<file path="config.mk">
export PLATFORM = sky130hd
export DESIGN_NAME = fifo_burst_consumer
export DESIGN_NICKNAME = d
export VERILOG_FILES = /design/src/rtl/fifo_burst_consumer_pkg.sv /design/src/rtl/fifo_burst_consumer_accum.sv /design/src/rtl/fifo_burst_consumer.sv
export SDC_FILE = /design/constraint.sdc
export NUM_CORES = 1
export LEC_CHECK = 0
export ABC_AREA = 0
export ABC_CLOCK_PERIOD_IN_PS = 2400
export BUFFER_PORTS_ARGS = -buffer_cell sky130_fd_sc_hd__buf_2
export CELL_PAD_IN_SITES_DETAIL_PLACEMENT = 0
export CELL_PAD_IN_SITES_GLOBAL_PLACEMENT = 1
export CORE_MARGIN = 8
export CORE_UTILIZATION = 43
export DETAILED_ROUTE_END_ITERATION = 7
export GPL_TIMING_DRIVEN = 0
export PLACE_DENSITY = 0.84
export SLEW_MARGIN = 40
export SYNTH_ARGS = -nofsm -noshare
export SYNTH_HDL_FRONTEND = slang
export SYNTH_SLANG_ARGS = --single-unit
</file>
<file path="constraint.sdc">
create_clock -name CLK -period 2.4 [get_ports CLK]
set_input_delay 0.24 -clock CLK [delete_from_list [all_inputs] [get_ports CLK]]
set_output_delay 0.24 -clock CLK [all_outputs]
set_load 0.03 [all_outputs]
</file>
<file path="src/rtl/fifo_burst_consumer_pkg.sv">
// rtl/fifo_burst_consumer_pkg.sv - shared word type and FSM encoding for the burst consumer
package fifo_burst_consumer_pkg;

   typedef logic [31:0] word_t;

   typedef enum logic {
      ST_ACCUM = 1'b0,
      ST_EMIT  = 1'b1
   } state_t;

endpackage

</file>
<file path="src/rtl/fifo_burst_consumer_accum.sv">
// rtl/fifo_burst_consumer_accum.sv - 33-bit burst accumulator step with carry-out
module fifo_burst_consumer_accum
   import fifo_burst_consumer_pkg::*;
(
   input  word_t sum,
   input  word_t word,
   output word_t sum_next,
   output logic  carry
);

   logic [32:0] wide;

   assign wide     = {1'b0, sum} + {1'b0, word};
   assign sum_next = wide[31:0];
   assign carry    = wide[32];

endmodule

</file>
<file path="src/rtl/fifo_burst_consumer.sv">
// rtl/fifo_burst_consumer.sv - drains BURST_LEN words from a FIFO and enqueues their sum downstream
module fifo_burst_consumer
   import fifo_burst_consumer_pkg::*;
#(
   parameter int BURST_LEN = 4,
   parameter int CNT_W     = 16
) (
   input  logic             CLK,
   input  logic             nRST,
   input  logic             in_first__RDY,
   input  logic [31:0]      in_first,
   input  logic             in_deq__RDY,
   output logic             in_deq__ENA,
   input  logic             out_enq__RDY,
   output logic             out_enq__ENA,
   output logic [31:0]      out_enq_v,
   output logic             busy,
   output logic             overflow,
   output logic [CNT_W-1:0] words_total
);

   state_t           state, state_nxt;
   logic [CNT_W-1:0] idx;
   word_t            sum, result, sum_add;
   logic             carry, take, last;

   fifo_burst_consumer_accum u_accum (
      .sum      (sum),
      .word     (in_first),
      .sum_next (sum_add),
      .carry    (carry)
   );

   assign last = (idx == CNT_W'(BURST_LEN - 1));

   // nRST gates both calls so no method fires while the block is being reset
   always_comb begin
      state_nxt    = state;
      take         = 1'b0;
      in_deq__ENA  = 1'b0;
      out_enq__ENA = 1'b0;
      case (state)
         ST_ACCUM: begin
            take        = in_first__RDY & in_deq__RDY & nRST;
            in_deq__ENA = take;
            if (take && last) state_nxt = ST_EMIT;
         end
         ST_EMIT: begin
            out_enq__ENA = out_enq__RDY & nRST;
            if (out_enq__ENA) state_nxt = ST_ACCUM;
         end
      endcase
   end

   always_ff @(posedge CLK) begin
      if (!nRST) begin
         state       <= ST_ACCUM;
         sum         <= '0;
         idx         <= '0;
         result      <= '0;
         overflow    <= 1'b0;
         words_total <= '0;
      end else begin
         state <= state_nxt;
         if (take) begin
            words_total <= words_total + CNT_W'(1);
            if (carry) overflow <= 1'b1;
            if (last) begin
               result <= sum_add;
               sum    <= '0;
               idx    <= '0;
            end else begin
               sum <= sum_add;
               idx <= idx + CNT_W'(1);
            end
         end
      end
   end

   assign out_enq_v = result;
   assign busy      = (state == ST_EMIT) | (idx != '0);

endmodule

</file>
==> results of run 1 <==
==> repair_timing <==
action                                  in CTS  in global routing
gates cloned                                 0                  1
pin swaps                                    0                 14
endpoints found under the setup margin       7                 23
buffers inserted                             0                 12
gates resized for setup                      3                 44
==> cell type report <==
| cell class | instances | area share, % |
|---|---|---|
| Clock buffer | 10 | 3.47 |
| Clock inverter | 6 | 1.16 |
| Sequential cell | 98 | 28.5 |
| Buffer | 29 | 3.03 |
| Timing Repair Buffer | 101 | 7.77 |
| Multi-Input combinational cell | 493 | 52.3 |
| Tap cell | 172 | 3.12 |
| Inverter | 12 | 0.654 |
==> cells in the mapped netlist (all sizes together), types with 9 or more instances <==
master	number
a22oi	13
clkbuf	21
nor3	9
nor2b	16
nor2	43
and3	9
a21oi	42
a22o	31
dfxtp	98
o21ai	24
xor2	17
inv	12
and2	14
xnor2	37
a21o	10
nand3	29
nand2	77
nand4	19
ha	35
buf	11
==> per-stage QoR <==
step	setup slack, ns	hold WS [ns]	utilization [%]	cell area [sq um]	setup TNS, ns
floorplan	0.253	0.351	-	5600	0
detailed placement	-0.155	0.443	49.4	6250	-0.798
finish	-0.0128	0.0995	54.4	6890	-0.0128
global placement	-0.0870	0.439	49.4	6250	-0.432
global route	-0.0749	0.0914	54.4	6890	-0.134
CTS	0.00864	0.0863	52.0	6590	0
==> sequential cells by signal (all words and copies together), names as in the netlist <==
register	count
overflow	1
sum	32
out_enq_v	32
state	1
words_total	16
idx	16
==> final timing paths <==
path | slack, ns | from | end
min reg2reg | 0.45 | out_enq_v[14] | out_enq_v[14]
max reg2reg | -0.01 | sum[5] | out_enq_v[28]
max | -0.01 | sum[5] | out_enq_v[28]
min | 0.1 | out_enq__RDY | state
==> power by group <==
group,total (mW),internal (mW),switching (mW)
clock,1.56,0.934,0.629
combinational,0.863,0.366,0.497
sequential,1.70,1.67,0.0296
total,4.13,2.97,1.16
==> layer usage <==
metal / up-vias / routed length, um / GRT usage [%]
li1: 2506 / - / -
met1: 2435 / 7150 / 23.7
met2: 110 / 7390 / 29.9
met3: 22 / 928 / 5.02
met4: 0 / 251 / 6.08
met5: - / 0 / 0
==> cells by family (layout without fill, tap and decap cells) <==
family                     count (synthesis)  count (layout)
muxes                                      2               2
xor gates and xnor gates                  54              54
DFF                                       98              98
and+or+nand+nor                          233             233
AOI/OAI and AO/OA                        168             168
adders and majority gates                 36              36
buffers and inverters                     45             158
==> qor.yml, run 1 <==
status: "finished with violations"
violations: "negative setup slack"
start_util_pct: 44.2
ys.warnings.count: 0
die_w_um: 130
synth-main-ff-cell: "dfxtp_1"
min_path_type: "in -> reg"
setup_viol: 1
gp_congestion: 0.945
synth_compound_area_share_pct: 22.7
final_common_cell: "dfxtp_1"
synth.mux.area_fraction_pct: 0.358
final_nets: 817
timing.fmax_mhz: 414
p_leak_nw: 2.97
worstSetupStartpointType: "register"
numCtsBuffers: 9
syn_area_sq_um: 5600
grt_max_degree: 16
p_per_area_nw_per_um2: 599
finalCriticalPeriod_ns: 2.41
critPathKind: "reg -> reg"
irDropWorstVdd_mv: 0.436
cp.arrival_ns: 2.66
path_max_fanout: 4
syn_inst: 636
cts_hold_buf: 0
stdcell_count: 921
synth_area_leader_cell: "dfxtp_1"
yosysTopAreaCellShare_pct: 35.0
dp.cells: 896
fin_crit_sh_pct: 101
synth_nets: 709
synth_xor_area_share_pct: 8.58
die_y_um: 130
relSlewSlack_pct: 59.1
synthAdderAreaFrac_pct: 8.18
layout-drive-gt1-share_pct: 25.4
pin_count: 89
layout_common_cells: "dfxtp_1 (95), buf_2 (94), nand2_1 (76)"
multi_input_area_sq_um: 3600
finalPower_mw: 4.13
drt-total-wl_um: 15700
fillers: 1203
synth_edf_count: 0
cts_tree: "built"
register_area_sq_um: 1970
coreArea_sq_um: 12700
cp_num_cells: 8
clock_path_buffers: 2
antenna_found_initial: 0
synth_area_leaders: "dfxtp_1 (35%), ha_1 (7.8%), xnor2_1 (5.6%), nand2_1 (5.1%), a22o_1 (4.9%)"
synth_seq_cells: 98
gr-total-overflow: 0
vias_per_cell: 5.51
first_pass_iters: 5
critPathCaptureType: "register"
drtIter0Drc: 267
grt_first_pass_wirelength_um: 24800
clk_latency_ns: 0.36
postSynth.asyncResetShare_pct: 0
num_rows: 41
die_area_sq_um: 16900
avgSynthCellArea_sq_um: 8.80
clock-sinks: 98
drc: 0
max_stage_delay_ns: 0.49
worst_slew_pin_slew_ns: 0.613
root_buffer: "clkbuf_16"
fin_skew_ns: 0.00944
hold_depth: 2
port_buffers: 88
rsz0062_at_grt: "yes"
hold_viol_final: 0
ant_nets: 0
cap_violations: 0
final_max_slew_viol_count: 0
synth_top_family_by_area: "compound AO/OA/AOI/OAI gates"
vias: 5073
wl_per_cell_um: 17.1
first_global_vias: 4867
clkTransAtPathRegs_ns: 0.06
n_antenna_cell: 0
yosys.cell_types.count: 72
timing.final.ws_setup_ns: -0.0128
worstRegToRegCells: 8
dp_hpwl_um: 11900
htree_levels: 3
crit_slowest_cell: "o41a_4"
cp_num_buf_inv: 0
ys_seq_area_share_pct: 35.0
required_ns: 2.64
area_delta_synth_final_pct: 23.1
grt_use_total_pct: 18.6
critPathTopFamily: "compound AO/OA/AOI/OAI gates"
worstPathCellList: "ha_1, o21ai_0, nor2_2, a31oi_4, o41a_4, a21o_4, xnor2_4, a22o_1"
yosys.area_share.simple_pct: 20.6
No activity file was read; power rests on OpenSTA's default activity.
==> run 2, diff against run 1 <==
--- a/config.mk
+++ b/config.mk
@@ -6,7 +6,7 @@
 export NUM_CORES = 1
 export LEC_CHECK = 0
 export ABC_AREA = 0
-export ABC_CLOCK_PERIOD_IN_PS = 2400
+export ABC_CLOCK_PERIOD_IN_PS = 2500
 export BUFFER_PORTS_ARGS = -buffer_cell sky130_fd_sc_hd__buf_2
 export CELL_PAD_IN_SITES_DETAIL_PLACEMENT = 0
 export CELL_PAD_IN_SITES_GLOBAL_PLACEMENT = 1
==> constraint.sdc (replaced) <==
create_clock -name CLK -period 2.5 [get_ports CLK]
set_input_delay 0.25 -clock CLK [delete_from_list [all_inputs] [get_ports CLK]]
set_output_delay 0.25 -clock CLK [all_outputs]
set_load 0.03 [all_outputs]
==> run 2 against run 1 <==
Net effect:
- cell count shrank 1.3%
- sequential power is 4% lower
- the flow now finishes without violations
- clock power decreased by 4%
- via count shrank 0.63%
- utilization decreased by 2.1 points
==> qor.yml, run 2 (synthesis results as in run 1) <==
status: "finished, final reports clean"
clock_path_buffers: 2  # unchanged
vias: 5041  # -0.63%
die_w_um: 130  # unchanged
fin_setup_tns_ns: 0  # +0.0128 ns
seq_power_share_pct: 42.0  # +0.8 points
drt-total-wl_um: 15400  # -1.9%
clk_latency_ns: 0.36  # about the same
dp_hpwl_um: 11900  # unchanged
fin_crit_sh_pct: 95.7  # -4.9 points
worst_slew_pin_slew_ns: 0.640  # +0.0273 ns
area_delta_synth_final_pct: 18.4
n_antenna_cell: 0  # unchanged
p_per_area_nw_per_um2: 586  # -2.2%
htree_levels: 3  # unchanged
num_rows: 41  # unchanged
cts_hold_buf: 0  # unchanged
hold_viol_final: 0  # unchanged
cap_violations: 0  # unchanged
cts_tree: "built"
timing.final.ws_setup_ns: 0.108  # +0.121 ns
path_max_fanout: 3  # -1
wl_per_cell_um: 17.0  # -0.56%
gr-total-overflow: 0  # unchanged
final_util_pct: 52.3  # -2.1 points
first_pass_iters: 4  # -1
clkTransAtPathRegs_ns: 0.06  # about the same
setup_viol: 0  # -1
root_buffer: "clkbuf_16"
critPathKind: "reg -> reg"
finalCriticalPeriod_ns: 2.39  # -0.0210 ns
start_util_pct: 44.2  # unchanged
dpl_cell_area_sq_um: 6250  # unchanged
final_max_slew_viol_count: 0  # unchanged
pin_count: 89  # unchanged
drc: 0  # unchanged
clock-sinks: 98  # unchanged
gp_congestion: 0.945  # unchanged
ant_nets: 0  # unchanged
grt_max_degree: 16  # unchanged
drtIter0Drc: 309  # +16%
critPathCaptureType: "register"
p_leak_nw: 2.90  # -2.4%
comb_power_share_pct: 19.5  # -1.4 points
final_nets: 805  # -1.5%
final_area_sq_um: 6630  # -3.8%
antenna_found_initial: 0  # unchanged
port_buffers: 88  # unchanged
vias_per_cell: 5.55  # +0.68%
swShare_pct: 27.8  # -0.25 points
required_ns: 2.74  # +0.10 ns
switchingPower_mw: 1.08  # -6.7%
intPower_mw: 2.80  # -5.6%
irDropWorstVdd_mv: 0.410  # -5.8%
min_path_type: "in -> reg"
worstSetupStartpointType: "register"
numCtsBuffers: 9  # unchanged
die_y_um: 130  # unchanged
timing.fmax_mhz: 418  # +0.88%
holdWs_ns: 0.108  # +0.00888 ns
p_clk_share_pct: 38.5  # +0.6 points
coreArea_sq_um: 12700  # unchanged
place_ws_ns: -0.0646  # +0.0900 ns
fin_skew_ns: 0.0101  # +0.000660 ns
layout_common_cells: "dfxtp_1 (98), buf_2 (94), nand2_1 (76)"
cp.arrival_ns: 2.64  # -0.02 ns
die_area_sq_um: 16900  # unchanged
relSlewSlack_pct: 57.3  # -1.8 points
grt_use_total_pct: 18.6  # -0.019 points
first_global_vias: 4862  # -0.10%
final_common_cell: "dfxtp_1"
layout-drive-gt1-share_pct: 21.4  # -3.9 points
grt_first_pass_wirelength_um: 24800  # unchanged
==> run 2: changes by cell type in the layout (fill, tap and decap cells not counted), moves of 3 or more <==
cell	previous run	this run
dfxtp_1	95	98
dfxtp_2	3	0
ha_1	29	35
buf_4	12	2
a21oi_1	30	34
ha_4	5	0
==> run 2: worst paths after layout <==
kind | startpoint | endpoint | slack [ns] | cells after the start
min reg2reg | out_enq_v[9] | out_enq_v[9] | 0.45 | 2
max reg2reg | sum[0] | overflow | 0.11 | 9
min | out_enq__RDY | state | 0.11 | 2
max | sum[0] | overflow | 0.11 | 9
==> run 2: worst max-delay path: stages, from the launching register on <==
cell and delay, ns:
dfxtp_1 0.31, ha_1 0.21, fa_1 0.45, a21oi_2 0.21, o21ai_2 0.11, a31oi_4 0.29
o41a_4 0.20, a21o_2 0.18, o221ai_2 0.11, a31o_1 0.23
==> run 2: timing repair <==
action | 4_1_cts | 5_1_grt
endpoints found under the hold margin | 0 | 0
setup endpoints to repair | 0 | 12
setup buffers | 0 | 1
gates resized for setup | 0 | 13
==> run 2: area by class of cell <==
type	count	area, sq um
clock buffer	10	239
tap	172	215
clock inverter	6	80.1
buffer	29	199
sequential	98	1960
inverter	12	45.0
fill	1227	6040
multi-input combinational	493	3440
timing repair buffer	89	448
==> run 2: power groups by stage <==
stage	clock network, mW	registers (mW)	logic [mW]
5_1_grt	1.60	1.63	0.838
3_3_place_gp	0	1.66	0.722
2_1_floorplan	0	1.66	0.548
4_1_cts	1.53	1.63	0.739
3_5_place_dp	0	1.66	0.733
6_report	1.49	1.63	0.759
==> run 2: per-stage QoR <==
step	std cells	total power, mW
after global placement	896	2.38
after CTS	912	3.90
final	909	3.88
after global routing	909	4.07
after floorplan	636	2.21
after detailed placement	896	2.40
==> run 2: routing by layer <==
layer / part of all wire [%] / up-vias / global-route usage [%]
li1: - / 2492 / -
met4: 1.1 / 0 / 5.74
met2: 47 / 116 / 30.0
met1: 46 / 2419 / 23.7
met5: 0 / - / 0
met3: 5.7 / 14 / 5.06
==> run 3, diff against run 2 <==
--- a/config.mk
+++ b/config.mk
@@ -6,14 +6,15 @@
 export NUM_CORES = 1
 export LEC_CHECK = 0
 export ABC_AREA = 0
-export ABC_CLOCK_PERIOD_IN_PS = 2500
-export BUFFER_PORTS_ARGS = -buffer_cell sky130_fd_sc_hd__buf_2
+export ABC_CLOCK_PERIOD_IN_PS = 2700
+export BUFFER_PORTS_ARGS = -buffer_cell sky130_fd_sc_hd__clkbuf_2
 export CELL_PAD_IN_SITES_DETAIL_PLACEMENT = 0
 export CELL_PAD_IN_SITES_GLOBAL_PLACEMENT = 1
 export CORE_MARGIN = 8
 export CORE_UTILIZATION = 43
 export DETAILED_ROUTE_END_ITERATION = 7
 export GPL_TIMING_DRIVEN = 0
+export HOLD_SLACK_MARGIN = 0.1
 export PLACE_DENSITY = 0.84
 export SLEW_MARGIN = 40
 export SYNTH_ARGS = -nofsm -noshare
==> constraint.sdc (replaced) <==
create_clock -name CLK -period 2.7 [get_ports CLK]
set_input_delay 0.27 -clock CLK [delete_from_list [all_inputs] [get_ports CLK]]
set_output_delay 0.27 -clock CLK [all_outputs]
set_load 0.03 [all_outputs]
==> run 3 against run 2 <==
Net effect:
- utilization decreased by 0.73 points
- flip-flop and latch count did not move
- register-to-register slack better by 0.08 ns
- total power fell by 12%
- global-route usage shrank 0.25 points
- sequential share of layout area increased by 0.42 points
- via count is 0.91% lower
- critical path depth shrank 1
==> qor.yml, run 3 (synthesis results as in run 1) <==
root_buffer: "clkbuf_16"
cts_hold_buf: 0  # unchanged
layout-drive-gt1-share_pct: 19.7  # -1.7 points
grt_use_total_pct: 18.4  # -0.25 points
worstRegToRegCells: 8  # -1
wl_per_cell_um: 16.6  # -2.1%
gr-total-overflow: 0  # unchanged
holdWs_ns: 0.152  # +0.0436 ns
pin_count: 89  # unchanged
clk_latency_ns: 0.35  # about the same
grt_max_degree: 16  # unchanged
critPathKind: "reg -> reg"
cap_violations: 0  # unchanged
intPower_mw: 2.44  # -13%
finalPower_mw: 3.43  # -12%
relSlewSlack_pct: 56.7  # -0.58 points
drtIter0Drc: 367  # +19%
worstSetupStartpointType: "register"
cts_tree: "built"
final_max_slew_viol_count: 0  # unchanged
worstPathCellList: "ha_1, a21oi_2, o21a_4, o31ai_4, a211oi_2, nor3_1, or3_1, a32o_2"
gp_congestion: 0.946  # +0.11%
num_rows: 41  # unchanged
hold_viol_final: 0  # unchanged
n_antenna_cell: 0  # unchanged
cts_resized: 0  # unchanged
first_global_vias: 4828  # -0.70%
coreArea_sq_um: 12700  # unchanged
vias_per_cell: 5.48  # -1.2%
grt_first_pass_wirelength_um: 24500  # -1.1%
comb_power_share_pct: 20.0  # +0.5 points
htree_levels: 3  # unchanged
final_nets: 808  # +0.37%
antenna_found_initial: 0  # unchanged
final_common_cell: "dfxtp_1"
die_w_um: 130  # unchanged
clkTransAtPathRegs_ns: 0.06  # about the same
area_delta_synth_final_pct: 16.8
first_pass_iters: 5  # +1
ant_nets: 0  # unchanged
crit_slowest_cell: "a211oi_2"
drc: 0  # unchanged
start_util_pct: 44.2  # unchanged
min_path_type: "in -> reg"
vias: 4995  # -0.91%
irDropWorstVdd_mv: 0.502  # +22%
rsz0062_at_grt: "no"
cp.arrival_ns: 2.75  # +0.11 ns
p_leak_nw: 2.81  # -2.9%
drt-total-wl_um: 15200  # -1.7%
fin_setup_tns_ns: 0  # unchanged
max_stage_delay_ns: 0.43  # -0.02 ns
numCtsBuffers: 9  # unchanged
timing.fmax_mhz: 399  # -4.6%
die_area_sq_um: 16900  # unchanged
status: "finished, final reports clean"
critPathCaptureType: "register"
die_y_um: 130  # unchanged
fin_skew_ns: 0.00855  # -0.00156 ns
clock_path_buffers: 2  # unchanged
p_clk_share_pct: 36.1  # -2.4 points
clock-sinks: 98  # unchanged
hold_depth: 2  # unchanged
swShare_pct: 29.0  # +1.2 points
seq_power_share_pct: 44.0  # +2.0 points
port_buffers: 88  # unchanged
cts_setup_buffers: 0  # unchanged
switchingPower_uw: 995  # -7.7%
path_max_fanout: 5  # +2
finalCriticalPeriod_ns: 2.51  # +0.117 ns
fin_crit_sh_pct: 92.9  # -2.8 points
required_ns: 2.94  # +0.20 ns
p_per_area_nw_per_um2: 525  # -10%
dp_hpwl_um: 11900  # -0.18%
worst_slew_pin_slew_ns: 0.649  # +0.00869 ns
layout_common_cells: "dfxtp_1 (98), clkbuf_2 (88), nand2_1 (76)"
setup_viol: 0  # unchanged
[run 3: final timing paths]
| path | startpoint | end | slack [ns] |
|---|---|---|---|
| worst max register to register | sum[4] | sum[31] | 0.19 |
| worst min-delay path | out_enq__RDY | state | 0.15 |
| worst max-delay path | sum[4] | sum[31] | 0.19 |
| worst min register to register | out_enq_v[12] | out_enq_v[12] | 0.45 |
[run 3: critical path: cells and delay by family, from the launching register on]
kind / cells / cell delay [ns]
AO/OA/AOI/OAI: 5 / 1.18
adder cells (fa/ha/maj): 1 / 0.36
flip-flops: 1 / 0.32
AND/OR/NAND/NOR: 2 / 0.55
[run 3: through the flow]
step | util [%] | cell area, sq um | instances | worst slack [ns]
final | 51.6 | 6540 | 912 | 0.192
after detailed placement | 49.4 | 6250 | 896 | 0.157
after CTS | 51.6 | 6540 | 912 | 0.230
after global routing | 51.6 | 6540 | 912 | 0.0632
after floorplan | - | 5600 | 636 | 0.553
after global placement | 49.4 | 6250 | 896 | 0.194
[run 3: area by class of cell]
cell class,count,area [sq um]
fill,1252,6130
multi-input combinational,493,3380
sequential,98,1960
timing repair buffer,88,440
clock buffer,13,260
tap,172,215
buffer,33,213
inverter,12,45.0
clock inverter,3,23.8
[run 3: metal layers]
| metal | part of all wire (%) | routed length (um) | global-route usage (%) | vias up |
|---|---|---|---|---|
| met4 | 1.5 | 231 | 4.85 | 0 |
| met3 | 5.3 | 808 | 4.90 | 19 |
| li1 | - | - | - | 2489 |
| met2 | 46 | 6970 | 29.4 | 116 |
| met5 | 0 | 0 | 0 | - |
| met1 | 47 | 7140 | 23.8 | 2371 |
[run 3: power groups by stage]
stage	Clock (mW)	Combinational, mW	Sequential [mW]
2_1_floorplan	0	0.507	1.54
3_3_place_gp	0	0.669	1.54
3_5_place_dp	0	0.676	1.54
4_1_cts	1.28	0.681	1.51
5_1_grt	1.34	0.754	1.51
6_report	1.24	0.685	1.51
